==> src/rtl/binary_tree_mix_scheduler_if.sv <==
// Host/actuator bundle for one binary mixing tree scheduler.
// Optional step/hold handshake is present only when BINARY_TREE_MIX_STEP_EN is defined.
interface binary_tree_mix_scheduler_if #(
  parameter int unsigned DEPTH = 4,
  parameter int unsigned CNT_W = 16
);
  localparam int unsigned NumInlets = 1 << DEPTH;
  localparam int unsigned NumMixers = NumInlets - 1;

  logic                 start;
  logic                 abort;
  logic [CNT_W-1:0]     load_cycles;
  logic [CNT_W-1:0]     mix_cycles;
  logic [CNT_W-1:0]     xfer_cycles;
  logic                 busy;
  logic                 done;
  logic                 aborted;
  logic [NumInlets-1:0] inlet_en;
  logic [NumMixers-1:0] mix_en;
  logic                 xfer_en;
  logic                 outlet_en;
  logic [3:0]           level;
`ifdef BINARY_TREE_MIX_STEP_EN
  logic                 step;
  logic                 hold;
`endif

  // Host / protocol controller side
  modport master (
    output start, abort, load_cycles, mix_cycles, xfer_cycles,
`ifdef BINARY_TREE_MIX_STEP_EN
    output step,
    input  hold,
`endif
    input  busy, done, aborted, inlet_en, mix_en, xfer_en, outlet_en, level
  );

  // Scheduler side
  modport slave (
    input  start, abort, load_cycles, mix_cycles, xfer_cycles,
`ifdef BINARY_TREE_MIX_STEP_EN
    input  step,
    output hold,
`endif
    output busy, done, aborted, inlet_en, mix_en, xfer_en, outlet_en, level
  );
endinterface

==> src/rtl/binary_tree_mix_scheduler.sv <==
// Sequencer for a full binary mixing tree: load inlets, mix level by level from the
// leaves to the root with transfers in between, then drain the root to the outlet.
// Define BINARY_TREE_MIX_STEP_EN to add a HOLD state after every LOAD/MIX/XFER phase
// that waits for a step pulse (adds step input and hold output).
module binary_tree_mix_scheduler #(
  parameter int unsigned DEPTH = 4,
  parameter int unsigned CNT_W = 16
) (
  input logic                        clk,
  input logic                        rst,
  binary_tree_mix_scheduler_if.slave bus
);
  localparam int unsigned      NumInlets = 1 << DEPTH;
  localparam int unsigned      NumMixers = NumInlets - 1;
  localparam logic [3:0]       TopLvl    = 4'(DEPTH - 1);
  localparam logic [CNT_W-1:0] CntOne    = CNT_W'(1);

  typedef enum logic [2:0] {
    StIdle,
    StLoad,
    StMix,
    StXfer,
    StDrain,
    StDone
`ifdef BINARY_TREE_MIX_STEP_EN
    , StHold
`endif
  } state_e;

  state_e           state_q, state_d;
  state_e           phase_next;
  logic             phase_adv;
  logic [3:0]       lvl_q, lvl_d;
  logic [CNT_W-1:0] cnt_q, cnt_d;
  logic [CNT_W-1:0] load_q, load_d;
  logic [CNT_W-1:0] mix_q, mix_d;
  logic [CNT_W-1:0] xfer_q, xfer_d;
  logic [CNT_W-1:0] dur;
`ifdef BINARY_TREE_MIX_STEP_EN
  state_e           resume_q, resume_d;
  logic             hold_q, hold_d;
`endif

  logic                 busy_q, busy_d;
  logic                 done_q, done_d;
  logic                 aborted_q, aborted_d;
  logic [NumInlets-1:0] inlet_q, inlet_d;
  logic [NumMixers-1:0] mix_en_q, mix_en_d;
  logic                 xfer_en_q, xfer_en_d;
  logic                 outlet_q, outlet_d;
  logic [3:0]           level_q, level_d;

  // A zero duration would never reach the terminal count; run it as one cycle.
  function automatic logic [CNT_W-1:0] nonzero(input logic [CNT_W-1:0] v);
    return (v == '0) ? CntOne : v;
  endfunction

  // Next-state, duration latching and phase counter
  always_comb begin
    state_d    = state_q;
    lvl_d      = lvl_q;
    load_d     = load_q;
    mix_d      = mix_q;
    xfer_d     = xfer_q;
    aborted_d  = 1'b0;
    phase_adv  = 1'b0;
    phase_next = StIdle;
    dur        = CntOne;
    cnt_d      = cnt_q;
`ifdef BINARY_TREE_MIX_STEP_EN
    resume_d   = resume_q;
`endif

    case (state_q)
      StIdle: begin
        if (bus.start) begin
          state_d = StLoad;
          lvl_d   = TopLvl;
          load_d  = nonzero(bus.load_cycles);
          mix_d   = nonzero(bus.mix_cycles);
          xfer_d  = nonzero(bus.xfer_cycles);
        end
      end
      StLoad: begin
        if (cnt_q == '0) begin
          phase_adv  = 1'b1;
          phase_next = StMix;
        end
      end
      StMix: begin
        if (cnt_q == '0) begin
          phase_adv  = 1'b1;
          phase_next = (lvl_q != 4'd0) ? StXfer : StDrain;
        end
      end
      StXfer: begin
        if (cnt_q == '0) begin
          phase_adv  = 1'b1;
          phase_next = StMix;
          lvl_d      = lvl_q - 4'd1;
        end
      end
      StDrain: begin
        if (cnt_q == '0) state_d = StDone;
      end
      StDone: state_d = StIdle;
`ifdef BINARY_TREE_MIX_STEP_EN
      StHold: begin
        if (bus.step) state_d = resume_q;
      end
`endif
      default: state_d = StIdle;
    endcase

    if (phase_adv) begin
`ifdef BINARY_TREE_MIX_STEP_EN
      state_d  = StHold;
      resume_d = phase_next;
`else
      state_d  = phase_next;
`endif
    end

    // Abort beats any phase progress; IDLE ignores it so a simultaneous start wins.
    if (state_q != StIdle && bus.abort) begin
      state_d   = StIdle;
      aborted_d = 1'b1;
    end

    case (state_d)
      StLoad:          dur = load_d;
      StMix:           dur = mix_d;
      StXfer, StDrain: dur = xfer_d;
      default:         dur = CntOne;
    endcase

    // Reload on every phase entry, otherwise count down and park at zero.
    if (state_d != state_q) begin
      cnt_d = dur - CntOne;
    end else if (cnt_q != '0) begin
      cnt_d = cnt_q - CntOne;
    end
  end

  // Registered outputs derived from the upcoming state
  always_comb begin
    busy_d    = (state_d != StIdle) && (state_d != StDone);
    done_d    = (state_d == StDone);
    inlet_d   = (state_d == StLoad) ? '1 : '0;
    xfer_en_d = (state_d == StXfer);
    outlet_d  = (state_d == StDrain);
    for (int unsigned i = 0; i < NumMixers; i++) begin
      // Heap node i sits at level floor(log2(i+1)).
      mix_en_d[i] = (state_d == StMix) && ((i + 1) >= (32'd1 << lvl_d)) &&
                    ((i + 1) < (32'd2 << lvl_d));
    end
    case (state_d)
      StMix, StXfer: level_d = lvl_d;
`ifdef BINARY_TREE_MIX_STEP_EN
      StHold:        level_d = level_q;
`endif
      default:       level_d = 4'd0;
    endcase
`ifdef BINARY_TREE_MIX_STEP_EN
    hold_d = (state_d == StHold);
`endif
  end

  // State, counter and latched-duration registers
  always_ff @(posedge clk) begin
    if (rst) begin
      state_q  <= StIdle;
      lvl_q    <= '0;
      cnt_q    <= '0;
      load_q   <= '0;
      mix_q    <= '0;
      xfer_q   <= '0;
`ifdef BINARY_TREE_MIX_STEP_EN
      resume_q <= StIdle;
`endif
    end else begin
      state_q  <= state_d;
      lvl_q    <= lvl_d;
      cnt_q    <= cnt_d;
      load_q   <= load_d;
      mix_q    <= mix_d;
      xfer_q   <= xfer_d;
`ifdef BINARY_TREE_MIX_STEP_EN
      resume_q <= resume_d;
`endif
    end
  end

  // Output registers
  always_ff @(posedge clk) begin
    if (rst) begin
      busy_q    <= 1'b0;
      done_q    <= 1'b0;
      aborted_q <= 1'b0;
      inlet_q   <= '0;
      mix_en_q  <= '0;
      xfer_en_q <= 1'b0;
      outlet_q  <= 1'b0;
      level_q   <= '0;
`ifdef BINARY_TREE_MIX_STEP_EN
      hold_q    <= 1'b0;
`endif
    end else begin
      busy_q    <= busy_d;
      done_q    <= done_d;
      aborted_q <= aborted_d;
      inlet_q   <= inlet_d;
      mix_en_q  <= mix_en_d;
      xfer_en_q <= xfer_en_d;
      outlet_q  <= outlet_d;
      level_q   <= level_d;
`ifdef BINARY_TREE_MIX_STEP_EN
      hold_q    <= hold_d;
`endif
    end
  end

  assign bus.busy      = busy_q;
  assign bus.done      = done_q;
  assign bus.aborted   = aborted_q;
  assign bus.inlet_en  = inlet_q;
  assign bus.mix_en    = mix_en_q;
  assign bus.xfer_en   = xfer_en_q;
  assign bus.outlet_en = outlet_q;
  assign bus.level     = level_q;
`ifdef BINARY_TREE_MIX_STEP_EN
  assign bus.hold      = hold_q;
`endif
endmodule
==> src/flat_wrapper.sv <==
// flat-port wrapper written by rule: the top's interface ports become plain ports
module binary_tree_mix_scheduler_flat 
#(
  parameter int unsigned DEPTH = 4,
  parameter int unsigned CNT_W = 16
)
  (clk, rst, bus_start, bus_abort, bus_load_cycles, bus_mix_cycles, bus_xfer_cycles, bus_busy, bus_done, bus_aborted, bus_inlet_en, bus_mix_en, bus_xfer_en, bus_outlet_en, bus_level);
  binary_tree_mix_scheduler_if #(.DEPTH(DEPTH), .CNT_W(CNT_W)) bus_i ();
  input logic clk;
  input logic rst;
  input wire logic [$bits(bus_i.start)-1:0] bus_start;
  input wire logic [$bits(bus_i.abort)-1:0] bus_abort;
  input wire logic [$bits(bus_i.load_cycles)-1:0] bus_load_cycles;
  input wire logic [$bits(bus_i.mix_cycles)-1:0] bus_mix_cycles;
  input wire logic [$bits(bus_i.xfer_cycles)-1:0] bus_xfer_cycles;
  output wire logic [$bits(bus_i.busy)-1:0] bus_busy;
  output wire logic [$bits(bus_i.done)-1:0] bus_done;
  output wire logic [$bits(bus_i.aborted)-1:0] bus_aborted;
  output wire logic [$bits(bus_i.inlet_en)-1:0] bus_inlet_en;
  output wire logic [$bits(bus_i.mix_en)-1:0] bus_mix_en;
  output wire logic [$bits(bus_i.xfer_en)-1:0] bus_xfer_en;
  output wire logic [$bits(bus_i.outlet_en)-1:0] bus_outlet_en;
  output wire logic [$bits(bus_i.level)-1:0] bus_level;
  assign bus_i.start = bus_start;
  assign bus_i.abort = bus_abort;
  assign bus_i.load_cycles = bus_load_cycles;
  assign bus_i.mix_cycles = bus_mix_cycles;
  assign bus_i.xfer_cycles = bus_xfer_cycles;
  assign bus_busy = bus_i.busy;
  assign bus_done = bus_i.done;
  assign bus_aborted = bus_i.aborted;
  assign bus_inlet_en = bus_i.inlet_en;
  assign bus_mix_en = bus_i.mix_en;
  assign bus_xfer_en = bus_i.xfer_en;
  assign bus_outlet_en = bus_i.outlet_en;
  assign bus_level = bus_i.level;
  binary_tree_mix_scheduler #(.DEPTH(DEPTH), .CNT_W(CNT_W)) u_core (.clk(clk), .rst(rst), .bus(bus_i));
endmodule
==> config.mk <==
export PLATFORM = sky130hd
export DESIGN_NAME = binary_tree_mix_scheduler_flat
export DESIGN_NICKNAME = d
export VERILOG_FILES = /design/src/rtl/binary_tree_mix_scheduler_if.sv /design/src/rtl/binary_tree_mix_scheduler.sv /design/src/flat_wrapper.sv
export SDC_FILE = /design/constraint.sdc
export NUM_CORES = 1
export LEC_CHECK = 0
export ABC_AREA = 1
export CORE_MARGIN = 2
export CORE_UTILIZATION = 56
export DETAILED_ROUTE_END_ITERATION = 16
export MAX_ROUTING_LAYER = met4
export PLACE_DENSITY = 0.88
export SKIP_LAST_GASP = 1
export SLEW_MARGIN = 20
export SYNTH_ARGS = -nofsm -noshare
export SYNTH_HDL_FRONTEND = slang
export SYNTH_SLANG_ARGS = --single-unit
==> constraint.sdc <==
create_clock -name clk -period 5.74 [get_ports clk]
set_input_delay 0.861 -clock clk [delete_from_list [all_inputs] [get_ports clk]]
set_output_delay 0.861 -clock clk [all_outputs]
set_load 0.1 [all_outputs]
# After elaboration in Yosys (flattened, before gate mapping)
# Cells that the tools add are included.
word_totals:
  ff_bits: 111
  input_bits: 52
  word_cells: 136
op_classes:
  addsub: 3
  n_lt_le_gt_ge: 30
  eq_ne: 11
  shifts: 2
  n_mux: 28
  n_bitwise: 1
  n_reduce_logical: 47
ops:
  columns: ["op", "count"]
  rows:
  - ["$ge A4 B32 Y1 const A", 8]
  - ["$lt A4 B32 Y1 const A", 8]
  - ["$mux W16", 12]
  - ["$ge A3 B32 Y1 const A", 4]
  - ["$lt A3 B32 Y1 const A", 4]
  - ["$ge A2 B32 Y1 const A", 2]
  - ["$logic_not A16 Y1", 4]
  - ["$lt A2 B32 Y1 const A", 2]
  - ["$pmux W16 S3", 1]
  - ["$ge A1 B32 Y1 const A", 1]
  - ["$logic_and A1 B1 Y1", 32]
  - ["$lt A1 B32 Y1 const A", 1]
  - ["$shl A1 B4 Y32 const A", 1]
  - ["$shl A2 B4 Y32 const A", 1]
  - ["$sub A16 B1 Y16 const B", 2]
  - ["$mux W3", 6]
  - ["$reduce_bool A16 Y1", 1]
  - ["$eq A3 B2 Y1 const B", 4]
  - ["$eq A3 B3 Y1 const B", 3]
  - ["$pmux W3 S3", 1]
  - ["$mux W4", 2]
  - ["$pmux W4 S2", 1]
  - ["$reduce_or A2 Y1", 4]
  - ["$eq A3 B1 Y1 const B", 2]
  - ["12 further kinds", 15]

# Longest topological paths before layout
depth:
  word_depth: 11
  mapped_depth: 27
  depth_no_buf: 26

# Least setup slack after synthesis
# No wires, ideal clock.
synth_timing:
  kind: "input port to flip-flop"
  startpoint: "in bus_abort"
  endpoint: "reg u_core.cnt_q[10]"
  setup_time_ns: 0.128
  arrival_ns: 2.727
  path_slack_ns: 2.886
  cell_stages: 22
  path_cell_list: "inv_1 -> nor2_1 -> a21oi_1 -> nand2_1 -> nor2_2 -> buf_4 -> nand3_4 -> nand3_1 -> nand2_1 -> inv_1 -> nand2_1 -> nand2_1 -> ha_1 -> inv_1 -> nor2_2 -> nand2_2 -> nor2_2 -> nand2_1 -> nand2_1 -> nand2_1 -> nand2_1 -> nor2_1"
synth_via:
  elab_chain_len: 7
  word_cells_on_any_way: 12
  classes_between: "add/sub (1); eq/ne (5); mux (3); reduce/logical (3)"
synth_rtl:
  columns: ["item", "line", "rtl"]
  rows:
  - ["start: declaration", "flat_wrapper.sv:12", "input wire logic [$bits(bus_i.abort)-1:0] bus_abort;"]
  - ["$logic_and A1 B1 Y1 (*)", "binary_tree_mix_scheduler.sv:125", "if (state_q != StIdle && bus.abort) begin"]
  - ["$mux W3 (*)", "binary_tree_mix_scheduler.sv:125", null]
  - ["$eq A3 B3 Y1 / $eq A3 B2 Y1 (equally long branches)", "binary_tree_mix_scheduler.sv:130", "case (state_d)"]
  - ["$reduce_or A2 Y1", "binary_tree_mix_scheduler.sv:130", null]
  - ["$pmux W16 S3", "binary_tree_mix_scheduler.sv:130", null]
  - ["$sub A16 B1 Y16", "binary_tree_mix_scheduler.sv:139", "cnt_d = dur - CntOne;"]
  - ["$mux W16", "binary_tree_mix_scheduler.sv:138", "if (state_d != state_q) begin"]
  - ["end signal: assignment", "binary_tree_mix_scheduler.sv:184", "cnt_q <= cnt_d;"]
  - ["end: declaration", "binary_tree_mix_scheduler.sv:34", "logic [CNT_W-1:0] cnt_q, cnt_d;"]
# Every way passes the cells marked *; elsewhere a longest branch is shown, timed or not.
# A chain may end at the register's enable or synchronous reset.

# Final worst setup path
layout_timing:
  startpoint: "in bus_start"
  endpoint: "reg u_core.cnt_q[12]"
layout_via:
  elab_chain_len: 9
  word_cells_on_any_way: 20
  classes_between: "add/sub (1); eq/ne (5); mux (12); reduce/logical (2)"
layout_rtl:
  columns: ["item", "line", "rtl"]
  rows:
  - ["start: declaration", "flat_wrapper.sv:11", "input wire logic [$bits(bus_i.start)-1:0] bus_start;"]
  - ["$mux W3", "binary_tree_mix_scheduler.sv:76", "if (bus.start) begin"]
  - ["$pmux W3 S3", "binary_tree_mix_scheduler.sv:74", "case (state_q)"]
  - ["$mux W3", "binary_tree_mix_scheduler.sv:115", "if (phase_adv) begin"]
  - ["$mux W3", "binary_tree_mix_scheduler.sv:125", null]
  - ["$eq A3 B3 Y1 / $eq A3 B2 Y1 (equally long branches)", "binary_tree_mix_scheduler.sv:130", null]
  - ["$reduce_or A2 Y1", "binary_tree_mix_scheduler.sv:130", null]
  - ["$pmux W16 S3", "binary_tree_mix_scheduler.sv:130", null]
  - ["$sub A16 B1 Y16", "binary_tree_mix_scheduler.sv:139", null]
  - ["$mux W16", "binary_tree_mix_scheduler.sv:138", null]
# Parallel ways exist; a longest one is shown, timed or not.

==> run_results.csv <==
group,metric,value,unit
synthesis,ys_async_sr_fraction,0,%
global_route,overflow,0,
cells_and_area,drive_gt1_share,7.54,%
cells_and_area,syn2layout_area_growth,20.3,%
critical_path,r2r_slack,1.79,ns
floorplanning,die_x,97.3,um
critical_path,end_kind,"flip-flop",
hold_path,whs_path_depth,2,
placed_design,io_buffers,91,
critical_path,critical_path_buf_inv_count,4,
power,combPwrFrac,62.5,%
global_route,groute.usage.overall,26.4,%
synthesis,ys_dominant_reg_cell,"dfxtp_1",
sta,fmax,238,MHz
sta,finalClockSkew,0.00973,ns
sta,worst_slack,1.54,ns
route,dr_total_vias,4657,
critical_path,slowest_stage,"inv_1",
critical_path,r2r-start,"u_core.lvl_q[0]",
sta,setup_viol_count_final,0,
synthesis,syn-num-nets,797,
sta,setup_tns,0,ns
placed_design,dpl.hpwl,8.75,mm
critical_path,path_cells,"clkdlybuf4s50_1 > nand2_2 > buf_4 > inv_1 > or2_2 > a21boi_0 > nand2_1 > nand2_1 > nor2_1 > nand2_1 > nand2_1 > ha_1 > inv_1 > nor2_2 > nand2_2 > nor2_2 > nand2_1 > nand2_1 > nand2_1 > nand2_1 > nor2_1",
clock_tree,cts_root_buf,"clkbuf_8",
placed_design,dp_cells,901,
clock_tree,clk_pin_slew,0.10,ns
sta,hold_viol,0,
placed_design,place_ws,1.21,ns
power,powerDensity,571,nW/um2
hold_path,min_to,"u_core.mix_q[2]",
synthesis,yosys.area.top_type,"dfxtp_1",
hold_path,worstHoldStart,"u_core.mix_q[2]",
power,p_leak,2.73,nW
synthesis,synth_edf_count,0,
outcome,outcome,"finished, final reports clean",
power,clkPwrFrac,12.8,%
flow_run,maxCapViolations,0,
clock_tree,cts.sinks,96,
placed_design,gp_congestion,0.932,
critical_path,crit_required,5.99,ns
synthesis,syn_area,4870,um2
sta,rsz0062_at_grt,"no",
route,vias_per_cell,5.08,
floorplanning,die_y,97.3,um
route,final_antenna_net_count,0,
critical_path,crit_top_cell,"nand2_1",
cells_and_area,multi_input_area,2270,um2
critical_path,max_stage_delay,0.55,ns
clock_tree,cts_buffers,9,
power,ir_drop,0.000526,V
clock_tree,h-tree-depth,3,
floorplanning,ioPinCount,92,
cells_and_area,regArea,1920,um2
sta,finalCriticalPeriod,4.20,ns
global_route,grt_pass1_vias,4409,
synthesis,yosysWarnings,0,
synthesis,syn_area_per_cell,6.56,um2
clock_tree,clk_path_buf_depth,2,
critical_path,path_max_fanout,74,
route,drt-total-wl,11.9,mm
floorplanning,core-area,8590,um2
power,sequentialPowerShare,24.7,%
global_route,antenna_found_initial,0,
critical_path,start_kind,"primary input",
power,sw_frac_of_total,54.7,%
power,intPower,1.52,mW
floorplanning,die_area,9460,um2
cells_and_area,nets,858,
cells_and_area,final_cells,917,
sta,worst_slew_pin_slew,0.986,ns
route,route.detailed.drc,0,
floorplanning,num_rows,34,
sta,hold_slack,0.509,ns
sta,slew_viol_final,0,
power,power.switching,1.83,mW
clock_tree,cts_setup_buffers,0,
route,dr.pass1.iters,7,
critical_path,r2r-end,"u_core.cnt_q[12]",
synthesis,synth_area_leaders,"dfxtp_1 39%, nand2_1 15%, nor2_1 10%, inv_1 8.3%, o21ai_0 3.4%",
clock_tree,clk-insertion-delay-late,0.37,ns
critical_path,cp.arrival,4.45,ns
critical_path,path_class,"in -> reg",
critical_path,reg2reg_depth,22,
clock_tree,ctsResizeCount,0,
sta,min_period_over_period,73.2,%
synthesis,ys_seq_area_share,39.4,%
hold_path,hold_path_class,"reg -> reg",
synthesis,synth_common_cells,"192 x nand2_1, 135 x nor2_1, 108 x inv_1, 96 x dfxtp_1, 33 x o21ai_0",
clock_tree,cts_hold_buf,0,
route,avgRoutedWirePerCell,13.0,um
clock_tree,cts_tree,"yes",
sta,max_slew_margin,34.1,%
floorplanning,initial_core_util,56.7,%
power,p_total,3.35,mW
synthesis,synth_most_common_cell,"nand2_1",
global_route,grt_max_degree,75,
synthesis,synth_cell_types,37,
synthesis,ys_ff_latch,96,
route,drt_iter0_drc,307,
global_route,grt_pass1_wl,20.0,mm
critical_path,crit_family,"simple AND/OR/NAND/NOR gates",
synthesis,yosysTopAreaCellShare,39.4,%
cells_and_area,fill_cells,726,
cells_and_area,n_antenna_cell,0,
synthesis,netlist_instances,743,
power by group through the flow:
stage | registers (mW) | clock network [mW] | logic, mW
finish | 0.825 | 0.429 | 2.09
floorplan | 0.922 | 0 | 1.68
CTS | 0.824 | 0.434 | 2.07
global placement | 0.835 | 0 | 2.01
detailed placement | 0.840 | 0 | 2.06
global route | 0.837 | 0.460 | 2.30
final cells by class:
class                   count  share of cell area, %
multi-input cells         490                   38.7
flip-flops and latches     96                   32.8
repair buffers             93                   15.7
inverters                 114                   7.30
well taps                 108                   2.31
clock buffers               9                   2.11
clock inverters             7                   1.07
cell usage in the layout, fill, tap and decap left out, types with 9 or more instances in the layout:
master	count
nand3_1	26
nor2_1	135
inv_1	108
o21ai_0	33
dfxtp_1	96
nor4_1	24
a21oi_1	13
clkbuf_8	9
clkdlybuf4s50_1	90
nor2_2	10
nand2_2	12
nand2_1	191
tightest hold or removal path, cell delays in order (launching register included):
cell     delay [ns]
dfxtp_1        0.32
mux2i_1        0.08
nor2_1         0.08
registers in the layout, summed over array words and instances, names as in the netlist, 3 cells and up:
register and cells:
u_core.cnt_q 16, u_core.load_q 16, u_core.mix_q 16, u_core.xfer_q 16, u_core.bus.mix_en 15, u_core.bus.level 4, u_core.lvl_q 4, u_core.state_q 3
kinds of logic (layout without fill, tap and decap cells):
group           after synthesis  in the layout  synth area share [%]
xor+xnor                      2              2                 0.360
compound gates               55             55                  5.98
mux                           4              4                 0.822
simple gates                427            427                  38.8
buf+inv                     157            223                  14.1
fa+ha+maj                     2              2                 0.513
flops                        96             96                  39.4
metrics by stage:
step	utilization (%)	instance area, um2
floorplan	-	4870
global placement	66.0	5670
detailed placement	66.0	5670
CTS	68.2	5860
global route	68.2	5860
finish	68.2	5860
worst max path at each step:
stage	start	end	cells past startpoint	slack, ns
floorplan	bus_abort	u_core.cnt_q[10]	22	2.89
global placement	bus_start	u_core.cnt_q[12]	21	1.28
detailed placement	bus_start	u_core.cnt_q[10]	21	1.21
CTS	bus_start	u_core.cnt_q[12]	21	1.58
global route	bus_start	u_core.cnt_q[12]	21	1.12
finish	bus_start	u_core.cnt_q[12]	21	1.54
routing by layer:
| metal | wire length, um | track usage, % | up-vias |
|---|---|---|---|
| li1 | - | - | 2377 |
| met1 | 5200 | 32.1 | 2071 |
| met2 | 5610 | 43.0 | 177 |
| met3 | 797 | 5.47 | 32 |
| met4 | 312 | 11.1 | 0 |
| met5 | 0 | - | - |
(Power assumes the default switching activity.)
==> variant: new RTL, same settings <==
`DEPTH` is set to 4 in 3 places; all go to 3.
--- a/src/rtl/binary_tree_mix_scheduler_if.sv
+++ b/src/rtl/binary_tree_mix_scheduler_if.sv
@@ -1,7 +1,7 @@
 // Host/actuator bundle for one binary mixing tree scheduler.
 // Optional step/hold handshake is present only when BINARY_TREE_MIX_STEP_EN is defined.
 interface binary_tree_mix_scheduler_if #(
-  parameter int unsigned DEPTH = 4,
+  parameter int unsigned DEPTH = 3,
   parameter int unsigned CNT_W = 16
 );
   localparam int unsigned NumInlets = 1 << DEPTH;
--- a/src/rtl/binary_tree_mix_scheduler.sv
+++ b/src/rtl/binary_tree_mix_scheduler.sv
@@ -3,7 +3,7 @@
 // Define BINARY_TREE_MIX_STEP_EN to add a HOLD state after every LOAD/MIX/XFER phase
 // that waits for a step pulse (adds step input and hold output).
 module binary_tree_mix_scheduler #(
-  parameter int unsigned DEPTH = 4,
+  parameter int unsigned DEPTH = 3,
   parameter int unsigned CNT_W = 16
 ) (
   input logic                        clk,
--- a/src/flat_wrapper.sv
+++ b/src/flat_wrapper.sv
@@ -1,7 +1,7 @@
 // flat-port wrapper written by rule: the top's interface ports become plain ports
 module binary_tree_mix_scheduler_flat 
 #(
-  parameter int unsigned DEPTH = 4,
+  parameter int unsigned DEPTH = 3,
   parameter int unsigned CNT_W = 16
 )
   (clk, rst, bus_start, bus_abort, bus_load_cycles, bus_mix_cycles, bus_xfer_cycles, bus_busy, bus_done, bus_aborted, bus_inlet_en, bus_mix_en, bus_xfer_en, bus_outlet_en, bus_level);
Interface: changed (resized bus_inlet_en and bus_mix_en); port bits go from 92 to 76. The function was not compared with the original's and may differ.
==> variant against the original RTL <==
  * Routed wire length increased by 1.3%
  * Sequential cell count decreased by 8
  * Synthesized area decreased by 1.5%
  * Non-clock buffer count decreased by 17
  * Combinational power increased by 21%
  * Power increased by 13%
  * Largest cell class unchanged
  * Die area decreased by 1.4%
  * Final area decreased by 2.6%
  * Worst setup slack improved by 0.0096 ns
  * Maximum frequency increased by 0.23%
  * Count of clock-buffer cells in the layout unchanged
==> variant: results (changes against the original RTL) <==
- Cell variety after synth: 35 (was 37)
- Slowest cell on the critical path: clkinv_2 (was inv_1)
- Worst-path fanout max: 86 (was 74)
- DP HPWL: 8.94 mm (was 8.75 mm)
- Largest net degree at the start of global routing: 87 (was 75)
- Share of layout cells above drive strength 1: 0.105 (was 0.0754)
- Worst hold path type: reg -> reg (unchanged)
- Post-synth top cells: nand2_1, inv_1, nor2_1 (was nand2_1, nor2_1, inv_1)
- WP data arrival: 4.44 ns (was 4.45 ns)
- Post-place setup slack: 1.56 ns (was 1.21 ns)
- Reg2reg path depth: 20 (was 22)
- Status: finished clean (unchanged)
- Area after DPL: 5510 sq um (was 5670 sq um)
- GP Congestion: 0.934 (was 0.932)
- Register area share after synthesis: 0.367 (was 0.394)
- Starting DRT DRC Count: 368 (was 307)
- Worst slew margin: 0.349 (was 0.341)
- Worst vdd ir: 0.344 mV (was 0.526 mV)
- Non-filler cells, final: 904 (was 917)
- Reg2reg end: u_core.cnt_q[14] (was u_core.cnt_q[12])
- Drt first pass iters: 5 (was 7)
- CP peak stage delay: 0.73 ns (was 0.55 ns)
- Global-route usage over all layers: 0.287 (was 0.264)
- Fin crit period: 4.19 ns (was 4.20 ns)
- Vias in the first global route: 4515 (was 4409)
- Clock Skews: 0.00876 ns (was 0.00973 ns)
- Leakage: 2.56 nW (was 2.73 nW)
- Routing usage on met2: 0.490 (was 0.430)
- Routing usage on met1: 0.334 (was 0.321)
- Port Buffers: 75 (was 91)
- Synth top area cells: dfxtp_1, nand2_1, inv_1 (was dfxtp_1, nand2_1, nor2_1)
- Fin nets: 848 (was 858)
- Async S/R FF share, synth: 0 (unchanged)
- Mapped Cells: 737 (was 743)
- First-pass GRT wire length: 20.0 mm (about the same)
- Met3 Track Usage GR: 0.0442 (was 0.0547)
- Inst Count DP: 888 (was 901)
- Drt total wl: 12.1 mm (was 11.9 mm)
- Mapped Nets: 791 (was 797)
- Vias: 4729 (was 4657)
- Most used DFF post-synth: dfxtp_1 (unchanged)
- Reg-to-Reg Start: u_core.state_q[0] (was u_core.lvl_q[0])
==> variant: layout make-up <==
class	count	area [sq um]
inverter	136	512
clock inverter	7	75.1
tap	105	131
sequential	88	1760
clock buffer	9	124
fill	700	2550
multi-input combinational	483	2350
timing repair buffer	76	753
==> variant: worst max-delay path: cells and delay by family <==
kind	cells	cell delay, ns
and+or+nand+nor	12	1.76
buffers and inverters	3	1.23
AOI/OAI and AO/OA	2	0.37
adders and majority gates	1	0.21
==> variant: metrics by stage <==
| step | util | hold WS [ns] |
|---|---|---|
| after global placement | 0.667 | 0.511 |
| after CTS | 0.691 | 0.534 |
| after detailed placement | 0.667 | 0.519 |
| after floorplan | - | 0.494 |
| final | 0.691 | 0.530 |
| after global routing | 0.691 | 0.574 |
==> variant: where the power goes <==
group	total (W)	internal, W	switching, W
Sequential	0.000805	0.000750	0.0000550
Combinational	0.00252	0.000739	0.00178
Clock	0.000441	0.000172	0.000269
==> variant: per-layer routing <==
layer  wire (microns)  vias up
li1                 -     2370
met1             5060     2137
met2             5880      187
met3              749       35
met4              393        0
met5                0        -
==> variant: cells by family after synthesis <==
| kind of cell | share of synthesized area |
|---|---|
| simple gates | 0.397 |
| flops | 0.367 |
| fa+ha+maj | 0.00521 |
| compound gates | 0.0837 |
| xor+xnor | 0.00339 |
| buf+inv | 0.144 |
==> variant: how the worst min path moves through the flow <==
stage,from,to,slack [ns],cells past startpoint
3_5_place_dp,u_core.load_q[15],u_core.load_q[15],0.52,4
3_3_place_gp,u_core.load_q[15],u_core.load_q[15],0.51,4
6_report,u_core.load_q[15],u_core.load_q[15],0.53,4
2_1_floorplan,u_core.load_q[15],u_core.load_q[15],0.49,4
5_1_grt,u_core.load_q[15],u_core.load_q[15],0.57,4
4_1_cts,u_core.load_q[15],u_core.load_q[15],0.53,4
